**src/rtl/signature_tester.sv**
```systemverilog
// signature_tester: seeded LFSR stimulus generator and 16-bit MISR response
// compactor for an 8-bit circuit under test with a clear/input/output interface.
module signature_tester #(
    parameter int NUM_VECTORS  = 256,
    parameter int CLEAR_CYCLES = 2,
    parameter int PIPE_LAT     = 0
) (
    input  logic        clk,
    input  logic        reset_n,
    input  logic        start,
    input  logic [7:0]  seed,
    output logic        cct_clear,
    output logic [7:0]  cct_input,
    input  logic [7:0]  cct_output,
    output logic        busy,
    output logic        done,
    output logic [15:0] signature
);

    typedef enum logic [2:0] {
        ST_IDLE  = 3'd0,
        ST_CLEAR = 3'd1,
        ST_RUN   = 3'd2,
        ST_DRAIN = 3'd3,
        ST_DONE  = 3'd4
    } state_t;

    localparam logic [3:0]  CLR_LAST   = 4'(CLEAR_CYCLES - 1);
    localparam logic [15:0] RUN_LAST   = 16'(NUM_VECTORS - 1);
    localparam logic [2:0]  DRAIN_LAST = 3'(PIPE_LAT - 1);

    // Fibonacci LFSR step, x^8+x^6+x^5+x^4+1
    function automatic logic [7:0] lfsr_step(input logic [7:0] v);
        return {v[6:0], v[7] ^ v[5] ^ v[4] ^ v[3]};
    endfunction

    // MISR step, x^16+x^15+x^13+x^4+1, folding in one 8-bit response
    function automatic logic [15:0] misr_step(input logic [15:0] m, input logic [7:0] d);
        return {m[14:0], m[15] ^ m[14] ^ m[12] ^ m[3]} ^ {8'h00, d};
    endfunction

    state_t      state_r;
    logic [7:0]  lfsr_r;
    logic [15:0] misr_r;
    logic [3:0]  clr_cnt_r;
    logic [15:0] run_cnt_r;
    logic [2:0]  drain_cnt_r;
    logic        cct_clear_r;
    logic [7:0]  cct_input_r;
    logic        busy_r;
    logic        done_r;
    logic        compact_run_s;
    logic [7:0]  seed_eff_s;
    logic [7:0]  lfsr_next_s;

    // An all-zero seed would lock the LFSR, so substitute 8'h01
    assign seed_eff_s  = (seed == 8'h00) ? 8'h01 : seed;
    assign lfsr_next_s = lfsr_step(lfsr_r);

    // RUN-phase compaction starts once the CUT pipeline has filled
    generate
        if (PIPE_LAT == 0) begin : g_comb
            assign compact_run_s = 1'b1;
        end else begin : g_pipe
            assign compact_run_s = (run_cnt_r >= 16'(PIPE_LAT));
        end
    endgenerate

    // Sequencer: run phases, stimulus LFSR, MISR and registered outputs
    always_ff @(posedge clk or negedge reset_n) begin
        if (!reset_n) begin
            state_r     <= ST_IDLE;
            lfsr_r      <= 8'h01;
            misr_r      <= 16'h0000;
            clr_cnt_r   <= 4'd0;
            run_cnt_r   <= 16'd0;
            drain_cnt_r <= 3'd0;
            cct_clear_r <= 1'b0;
            cct_input_r <= 8'h00;
            busy_r      <= 1'b0;
            done_r      <= 1'b0;
        end else begin
            case (state_r)
                ST_IDLE, ST_DONE: begin
                    if (start) begin
                        lfsr_r      <= seed_eff_s;
                        cct_input_r <= seed_eff_s;
                        misr_r      <= 16'h0000;
                        clr_cnt_r   <= 4'd0;
                        run_cnt_r   <= 16'd0;
                        drain_cnt_r <= 3'd0;
                        cct_clear_r <= 1'b1;
                        busy_r      <= 1'b1;
                        done_r      <= 1'b0;
                        state_r     <= ST_CLEAR;
                    end else begin
                        state_r <= state_r;
                    end
                end
                ST_CLEAR: begin
                    if (clr_cnt_r == CLR_LAST) begin
                        cct_clear_r <= 1'b0;
                        state_r     <= ST_RUN;
                    end else begin
                        clr_cnt_r <= clr_cnt_r + 4'd1;
                    end
                end
                ST_RUN: begin
                    lfsr_r      <= lfsr_next_s;
                    cct_input_r <= lfsr_next_s;
                    if (compact_run_s) begin
                        misr_r <= misr_step(misr_r, cct_output);
                    end else begin
                        misr_r <= misr_r;
                    end
                    if (run_cnt_r == RUN_LAST) begin
                        if (PIPE_LAT == 0) begin
                            cct_input_r <= 8'h00;
                            busy_r      <= 1'b0;
                            done_r      <= 1'b1;
                            state_r     <= ST_DONE;
                        end else begin
                            state_r <= ST_DRAIN;
                        end
                    end else begin
                        run_cnt_r <= run_cnt_r + 16'd1;
                    end
                end
                ST_DRAIN: begin
                    lfsr_r      <= lfsr_next_s;
                    cct_input_r <= lfsr_next_s;
                    misr_r      <= misr_step(misr_r, cct_output);
                    if (drain_cnt_r == DRAIN_LAST) begin
                        cct_input_r <= 8'h00;
                        busy_r      <= 1'b0;
                        done_r      <= 1'b1;
                        state_r     <= ST_DONE;
                    end else begin
                        drain_cnt_r <= drain_cnt_r + 3'd1;
                    end
                end
                default: begin
                    cct_clear_r <= 1'b0;
                    cct_input_r <= 8'h00;
                    busy_r      <= 1'b0;
                    done_r      <= 1'b0;
                    state_r     <= ST_IDLE;
                end
            endcase
        end
    end

    assign cct_clear = cct_clear_r;
    assign cct_input = cct_input_r;
    assign busy      = busy_r;
    assign done      = done_r;
    assign signature = misr_r;

endmodule

```
**config.mk**
```make
export PLATFORM = sky130hd
export DESIGN_NAME = signature_tester
export DESIGN_NICKNAME = d
export VERILOG_FILES = /design/src/rtl/signature_tester.sv
export SDC_FILE = /design/constraint.sdc
export NUM_CORES = 1
export LEC_CHECK = 0
export ABC_AREA = 0
export BUFFER_PORTS_ARGS = -buffer_cell sky130_fd_sc_hd__buf_2
export CAP_MARGIN = 20
export CORE_ASPECT_RATIO = 1.5
export CORE_MARGIN = 10
export CORE_UTILIZATION = 35
export DETAILED_ROUTE_END_ITERATION = 12
export PLACE_DENSITY_LB_ADDON = 0.12
export SLEW_MARGIN = 20
export SYNTH_ARGS = -nofsm -noshare
export SYNTH_HDL_FRONTEND = slang
export SYNTH_SLANG_ARGS = --single-unit
```
**constraint.sdc**
```tcl
create_clock -name clk -period 2.5 [get_ports clk]
set_input_delay 0.25 -clock clk [delete_from_list [all_inputs] [get_ports clk]]
set_output_delay 0.25 -clock clk [all_outputs]
set_load 0.01 [all_outputs]
```
==> results of run 1 <==
layer usage:
metal	up-vias	wire, um
li1	1187	-
met1	1174	3230
met2	67	3500
met3	11	348
met4	0	165
met5	-	0
cell type report:
class                      count  area (um^2)
multi-input combinational    217         1360
clock inverter                 6          110
tap                          107          134
clock buffer                  10          239
fill                         828         4680
inverter                       4         15.0
sequential                    61         1530
timing repair buffer          55          303
cells by family after synthesis:
kind of cell             after synthesis
AND/OR/NAND/NOR                      109
AO/OA/AOI/OAI                         83
flip-flops                            61
buffers and inverters                 22
XOR/XNOR                              16
adder cells (fa/ha/maj)                5
multiplexers                           4
cell usage in the layout, fill, tap and decap left out, drive strengths merged, types with 2 or more instances in the layout:
cell	instances
inv	4
nand3	14
nor4	3
nor3b	3
o211ai	3
or4	4
and2	10
nor2b	2
a21oi	19
o31ai	6
clkbuf	10
a22o	2
nand2b	2
bufinv	3
xnor2	13
nor4bb	2
nand4	7
nand2	36
mux2i	4
buf	54
dfrtp	60
a211oi	2
ha	5
xor2	3
nor3	4
clkinvlp	2
a221o	7
o32a	2
and4	3
o21ai	35
nor2	10
or3	7
registers in the layout (all words and copies together), names as in the netlist:
name	count
busy	1
drain_cnt_r	3
cct_input	8
signature	16
state_r	3
clr_cnt_r	4
cct_clear	1
lfsr_r	8
run_cnt_r	16
done	1
report_power, final:
group	internal [W]	switching, W	total, W
logic	0.000713	0.000949	0.00166
clock network	0.000998	0.000452	0.00145
registers	0.00134	0.000314	0.00166
worst max-delay path by stage:
stage                               startpoint                    endpoint  slack (ps)  depth (start not counted)
floorplan             run_cnt_r[0]$_DFFE_PN0P_   run_cnt_r[11]$_DFFE_PN0P_         650                          7
global placement    drain_cnt_r[0]$_DFFE_PN0P_  drain_cnt_r[1]$_DFFE_PN0P_         520                          5
CTS                 drain_cnt_r[0]$_DFFE_PN0P_  drain_cnt_r[2]$_DFFE_PN0P_         530                          5
detailed placement  drain_cnt_r[0]$_DFFE_PN0P_  drain_cnt_r[2]$_DFFE_PN0P_         540                          5
global route        drain_cnt_r[0]$_DFFE_PN0P_  drain_cnt_r[2]$_DFFE_PN0P_         410                          5
finish              drain_cnt_r[0]$_DFFE_PN0P_  drain_cnt_r[2]$_DFFE_PN0P_         540                          5
worst max-delay path: stages, from the launching register on:
cell,delay [ps]
dfrtp_1,390
ha_1,200
ha_1,210
nor4bb_1,590
nor2_1,230
a22o_1,230
stage by stage:
stage	utilization (%)	area (um^2)	hold WS, ps
6_report	44.1	3680	201
5_1_grt	44.1	3680	216
4_1_cts	44.1	3680	194
3_5_place_dp	39.8	3320	266
3_3_place_gp	39.8	3320	266
2_1_floorplan	-	2990	-45.6
==> metrics.md, run 1 <==
| Metric | Value |
|---|---|
| CTS root buffer | clkbuf_16 |
| Simple-gate share of the synthesized area | 19.4% |
| First-pass GRT wire length | 12300 um |
| Post-Syn Area | approximately 3000 um^2 |
| CTS tree | yes |
| Crit Path Class | register to register |
| Buffers added on ports | between 40 and 50 |
| Worst slew margin | 46.2% |
| # hold bufs at CTS | 1 |
| R2R depth | 5 |
| Count leader, synth | dfrtp_1 |
| Min Tclk post-route | roughly 2000 ps |
| Wirelength per Cell | roughly 16 um |
| Post-synthesis share of cell area spent on full adders, half adders and majority gates | 2.09% |
| GR Overflow Total | 0 |
| Max Cap Violations | 0 |
| Post-route clock period utilization | 78.5% |
| Critical Path Start Type | register |
| ANT cells | 0 |
| Worst-path clk slew | about 50 ps |
| Clock Latency Late Sink | 330 ps |
| Compound-Gate Fraction of Synth Area | 17.7% |
| Ys flop type | dfrtp_1 |
| Layout Nets | around 370 |
| Required @ worst endpoint | 2720 ps |
| Async set-reset flop share out of synthesis | 100% |
| Pin count of the biggest net entering global routing | 34 |
| Yosys cell types | 45 |
| TritonCTS Buffers | 9 |
| Flop-to-flop setup slack | ~540 ps |
| Overall power | 0.00477 W |
| Layout cells sized above 1 | about 22% |
| Worst-margin pin slew | 805 ps |
| Fmax | 509 MHz |
| Die H | 133 um |
| Via count | approximately 2400 |
| GRT busiest layer | met2 |
| Setup crit end kind | register |
| Core ar. | 8360 um^2 |
| Starting density of the core | between 30% and 40% |
| Ranking of synthesized cells by area | dfrtp_1, o21ai_0, nand2_1 |
| Initial antenna violation count | 0 |
| Post-synth top area cell | dfrtp_1 |
| DRT antenna net count | 0 |
| Synth warn | 0 |
| HP Start | cct_output[4] |
| Hold Fails Final Rpt | 0 |
| Synthesis-stage register bit count | 61 |
| Setup TNS Final | 0 ps |
| Leak | 1.65 nW |
| Area Growth Syn to Fin | 23.3% |
| # IOs | 46 |
| Worst reg2reg path startpoint | drain_cnt_r[0]$_DFFE_PN0P_ |
| Largest family of logic cells by synthesized area | simple AND/OR/NAND/NOR gates |
| Hold Path Depth | 3 |
| Htree depth | 3 |
| Vias in the first global route | 2457 |
| Final Setup Violations | 0 |
| First-pass DRT Iterations | 4 |
| Via density per instance | 5.30 |
| Grt met1 use | between 10% and 20% |
| Setup WS pre-CTS | 545 ps |
| # rows | 41 |
| RD Place Congestion | about 0.75 |
| Post-synth EDFFs | 0 |
| Sequential area share after synthesis | around half |
| Hold Crit Class | input pin to register |
| Status | finished, final reports clean |
| Total track usage | about an eighth |
| CTS Buffer Depth | 2 |
| Die width | 95.4 um |
| Routed Wire Length | between 7000 and 8000 um |
| R2R Path End | drain_cnt_r[2]$_DFFE_PN0P_ |
| DR DRC count | 0 |
| Die area | 12700 um^2 |
| Met2 Use GR | 18.6% |
| Synthesized net count | 324 |
| Post-synthesis xor/xnor area fraction | between 4 and 5% |
| VDD IR max | 0.000543 V |
| Critical path data arrival time | 2180 ps |
| DP Wirelength | between 5000 and 6000 um |
| Commonest cells in the netlist | dfrtp_1, nand2_1, o21ai_0 |
| Crit path max fanout | 5 |
| Post-CTS Resized | 0 |
| Final Slew Violations | 0 |
| Top-area cell type share of the netlist area | about half |
| Postcts setup bufs | 0 |
| Clock sinks | 61 |
| Placed Cells | roughly 440 |
| Met3 Use GR | 3.37% |
| Clk_skew | between 4 and 5 ps |
| Mux cell area share after synthesis | 1.34% |
| Non-filler cells, final | 460 |
| Hold endpoint | signature[4]$_DFFE_PN0P_ |
| Setup WS post-layout | around 540 ps |
| Unrepaired setup endpoints after global routing | false |
| Syn_area_per_cell | about 10 um^2 |
| Synth Instances | 300 |
| Initial drt markers | 115 |
| Power density over cell area | 1290 nW/um^2 |
Power figures use the tool's default switching activity.
==> run 2, diff against run 1 <==
clock period = 1.6 ns   (was 2.5 ns; I/O delays follow)
==> run 2 against run 1 <==
Against the previous run:
- the run now ends with negative setup slack left
- critical path depth increased by 1
- non-clock buffer count up 61
- largest cell class is now multi-input combinational cells
- via count is 9.5% higher
- sequential cell count is the same
- cell area rose by 18%
- register-to-register slack got worse by 650 ps
- die area stayed put
- global-route usage is 0.63 points higher
- first-iteration DRC count down 9.6%
- hold slack got worse by 76 ps
- sequential share of layout area shrank 6.3 points
- wire length up 13%
==> metrics.md, run 2 (same netlist as run 1, synthesis figures left out) <==
| Metric | Value |
|---|---|
| Status | finished, violations left |
| Failing checks | negative setup slack |
| Initial antenna violation count | 0 (unchanged) |
| Placed Cells | 486 (+9.7%) |
| Htree depth | 3 (unchanged) |
| Met2 WL | 4260 um (+22%) |
| Core ar. | 8360 um^2 (unchanged) |
| Final core occ | 52.1% (+8.0 points) |
| RD Place Congestion | 0.774 (+2.7%) |
| WHS | 125 ps (-75.8 ps) |
| Vias in the first global route | 2792 (+14%) |
| Power density over cell area | 1830 nW/um^2 (+42%) |
| DR WL met3 | 289 um (-17%) |
| Final Slew Violations | 0 (unchanged) |
| Commonest cells after routing, fill and taps aside | buf_4, dfrtp_1, buf_2, nand2_1, o21ai_0 |
| Initial drt markers | 104 (-9.6%) |
| Setup WS post-layout | -113 ps (-650 ps) |
| Worst-margin pin slew | 469 ps (-336 ps) |
| Fmax | 584 MHz (+15%) |
| Hold Crit Class | input pin to register |
| Routed Wire Length | 8190 um (+13%) |
| Clk_skew | 3.34 ps (-0.921 ps) |
| Die H | 133 um (unchanged) |
| # rows | 41 (unchanged) |
| Crit-path cells | ha_2, and4_4, buf_6, nand4_1, or3_4, a21oi_4 |
| DP Wirelength | 5780 um (+15%) |
| ANT cells | 0 (unchanged) |
| Total of fill cells in the finished design | 773 (-6.6%) |
| CTS root buffer | clkbuf_16 |
| Worst-path clk slew | 50 ps (about the same) |
| Required @ worst endpoint | 1850 ps (-870 ps) |
| Post-route clock period utilization | 107% (+29 points) |
| Max layer used | met4 |
| First-pass GRT wire length | 13300 um (+7.9%) |
| Via count | 2671 (+9.5%) |
| WL met1 | 3570 um (+11%) |
| Most common cell after layout, fill and taps aside | buf_4 |
| Non-filler cells, final | 519 (+13%) |
| Leak | 2.00 nW (+21%) |
| Max Cap Violations | 0 (unchanged) |
| Starting density of the core | 35.7% (unchanged) |
| Unrepaired setup endpoints after global routing | true |
| Layout cells sized above 1 | 42.2% (+20 points) |
| Hold Fails Final Rpt | 0 (unchanged) |
| GR Overflow Total | 0 (unchanged) |
| Critical-path top delay cell | or3_4 |
| CTS tree | yes |
| Via density per instance | 5.15 (-2.9%) |
| CTS Buffer Depth | 2 (unchanged) |
| Setup crit end kind | register |
| Critical Path Start Type | register |
| Setup WS pre-CTS | -214 ps (-759 ps) |
| DRT antenna net count | 0 (unchanged) |
| Worst slew margin | 68.8% (+23 points) |
| Crit path max fanout | 4 (-1) |
| First-pass DRT Iterations | 6 (+2) |
| Total track usage | 12.9% (+0.63 points) |
| DR DRC count | 0 (unchanged) |
| Min Tclk post-route | 1710 ps (-250 ps) |
| TritonCTS Buffers | 9 (unchanged) |
| Buffers added on ports | 45 (unchanged) |
| Area Growth Syn to Fin | 45.8% |
| Wirelength per Cell | 15.8 um (+0.31%) |
| # IOs | 46 (unchanged) |
| VDD IR max | 0.000952 V (+75%) |
| Critical path data arrival time | 1960 ps (-220 ps) |
| Die area | 12700 um^2 (unchanged) |
| Final Setup Violations | 18 (+18) |
| Largest stage delay on the critical path | 440 ps (-150 ps) |
| Clock sinks | 61 (unchanged) |
| Kind of cell with the highest combined delay on the critical path | simple AND/OR/NAND/NOR gates |
| Crit Path Class | register to register |
| CP bufs+invs | 1 (+1) |
| Pin count of the biggest net entering global routing | 27 (-21%) |
| Die width | 95.4 um (unchanged) |
| Clock Latency Late Sink | 320 ps (about the same) |
| Layout Nets | 433 (+16%) |
run 2: cell types whose count changed in the layout (fill, tap and decap cells not counted), moves of 7 or more:
cell	change
buf_6	+8
a21oi_2	+8
buf_4	+50
o21ai_1	+7
o21ai_0	-7
a21oi_1	-9
run 2: where the power goes:
part           internal, W  switching (W)
clock network      0.00123       0.000634
logic              0.00175        0.00179
registers          0.00210       0.000476
run 2: layer usage:
layer	up-vias	track usage (%)
li1	1311	-
met1	1305	15.2
met2	49	21.2
met3	6	3.21
met4	0	6.09
met5	-	0
run 2: worst paths after layout:
check,from,end,slack (ps),cells after the start
setup reg to reg,run_cnt_r[1]$_DFFE_PN0P_,run_cnt_r[12]$_DFFE_PN0P_,-110,6
min in group asynchronous,reset_n,drain_cnt_r[0]$_DFFE_PN0P_,340,2
max in group asynchronous,reset_n,clr_cnt_r[2]$_DFFE_PN0P_,740,3
hold reg to reg,cct_clear$_DFFE_PN0P_,cct_clear$_DFFE_PN0P_,490,2
hold / removal,cct_output[4],signature[4]$_DFFE_PN0P_,130,3
setup / recovery,run_cnt_r[1]$_DFFE_PN0P_,run_cnt_r[12]$_DFFE_PN0P_,-110,6
run 2: cell type report:
type | instances | area (um^2) | area share [%]
clock buffer | 12 | 246 | 5.66
clock inverter | 2 | 35.0 | 0.805
inverter | 4 | 15.0 | 0.345
multi-input combinational | 217 | 1570 | 36.0
sequential | 61 | 1530 | 35.2
tap | 107 | 134 | 3.07
timing repair buffer | 116 | 823 | 18.9
run 2: metrics by stage:
stage | cell area (um^2) | total power (W) | TNS [ps]
floorplan | 3000 | 0.00434 | -2000
global placement | 3690 | 0.00562 | -1420
detailed placement | 3690 | 0.00566 | -2420
CTS | 4060 | 0.00774 | -973
global route | 4350 | 0.00856 | -2140
finish | 4350 | 0.00798 | -983
run 2: what timing repair did:
action	CTS	global route
buffers inserted	3	13
hold endpoints to repair	13	0
gates cloned	0	2
setup endpoints to repair	27	33
pin swaps	17	20
hold buffers	1	0
resized for setup	13	52
run 2: worst reg2reg max path: cells and delay by family, from the launching register on:
| family | cells | cell delay [ps] |
|---|---|---|
| flip-flops | 1 | 380 |
| AO/OA/AOI/OAI | 1 | 120 |
| buffers and inverters | 1 | 110 |
| adder cells (fa/ha/maj) | 1 | 190 |
| AND/OR/NAND/NOR | 3 | 840 |
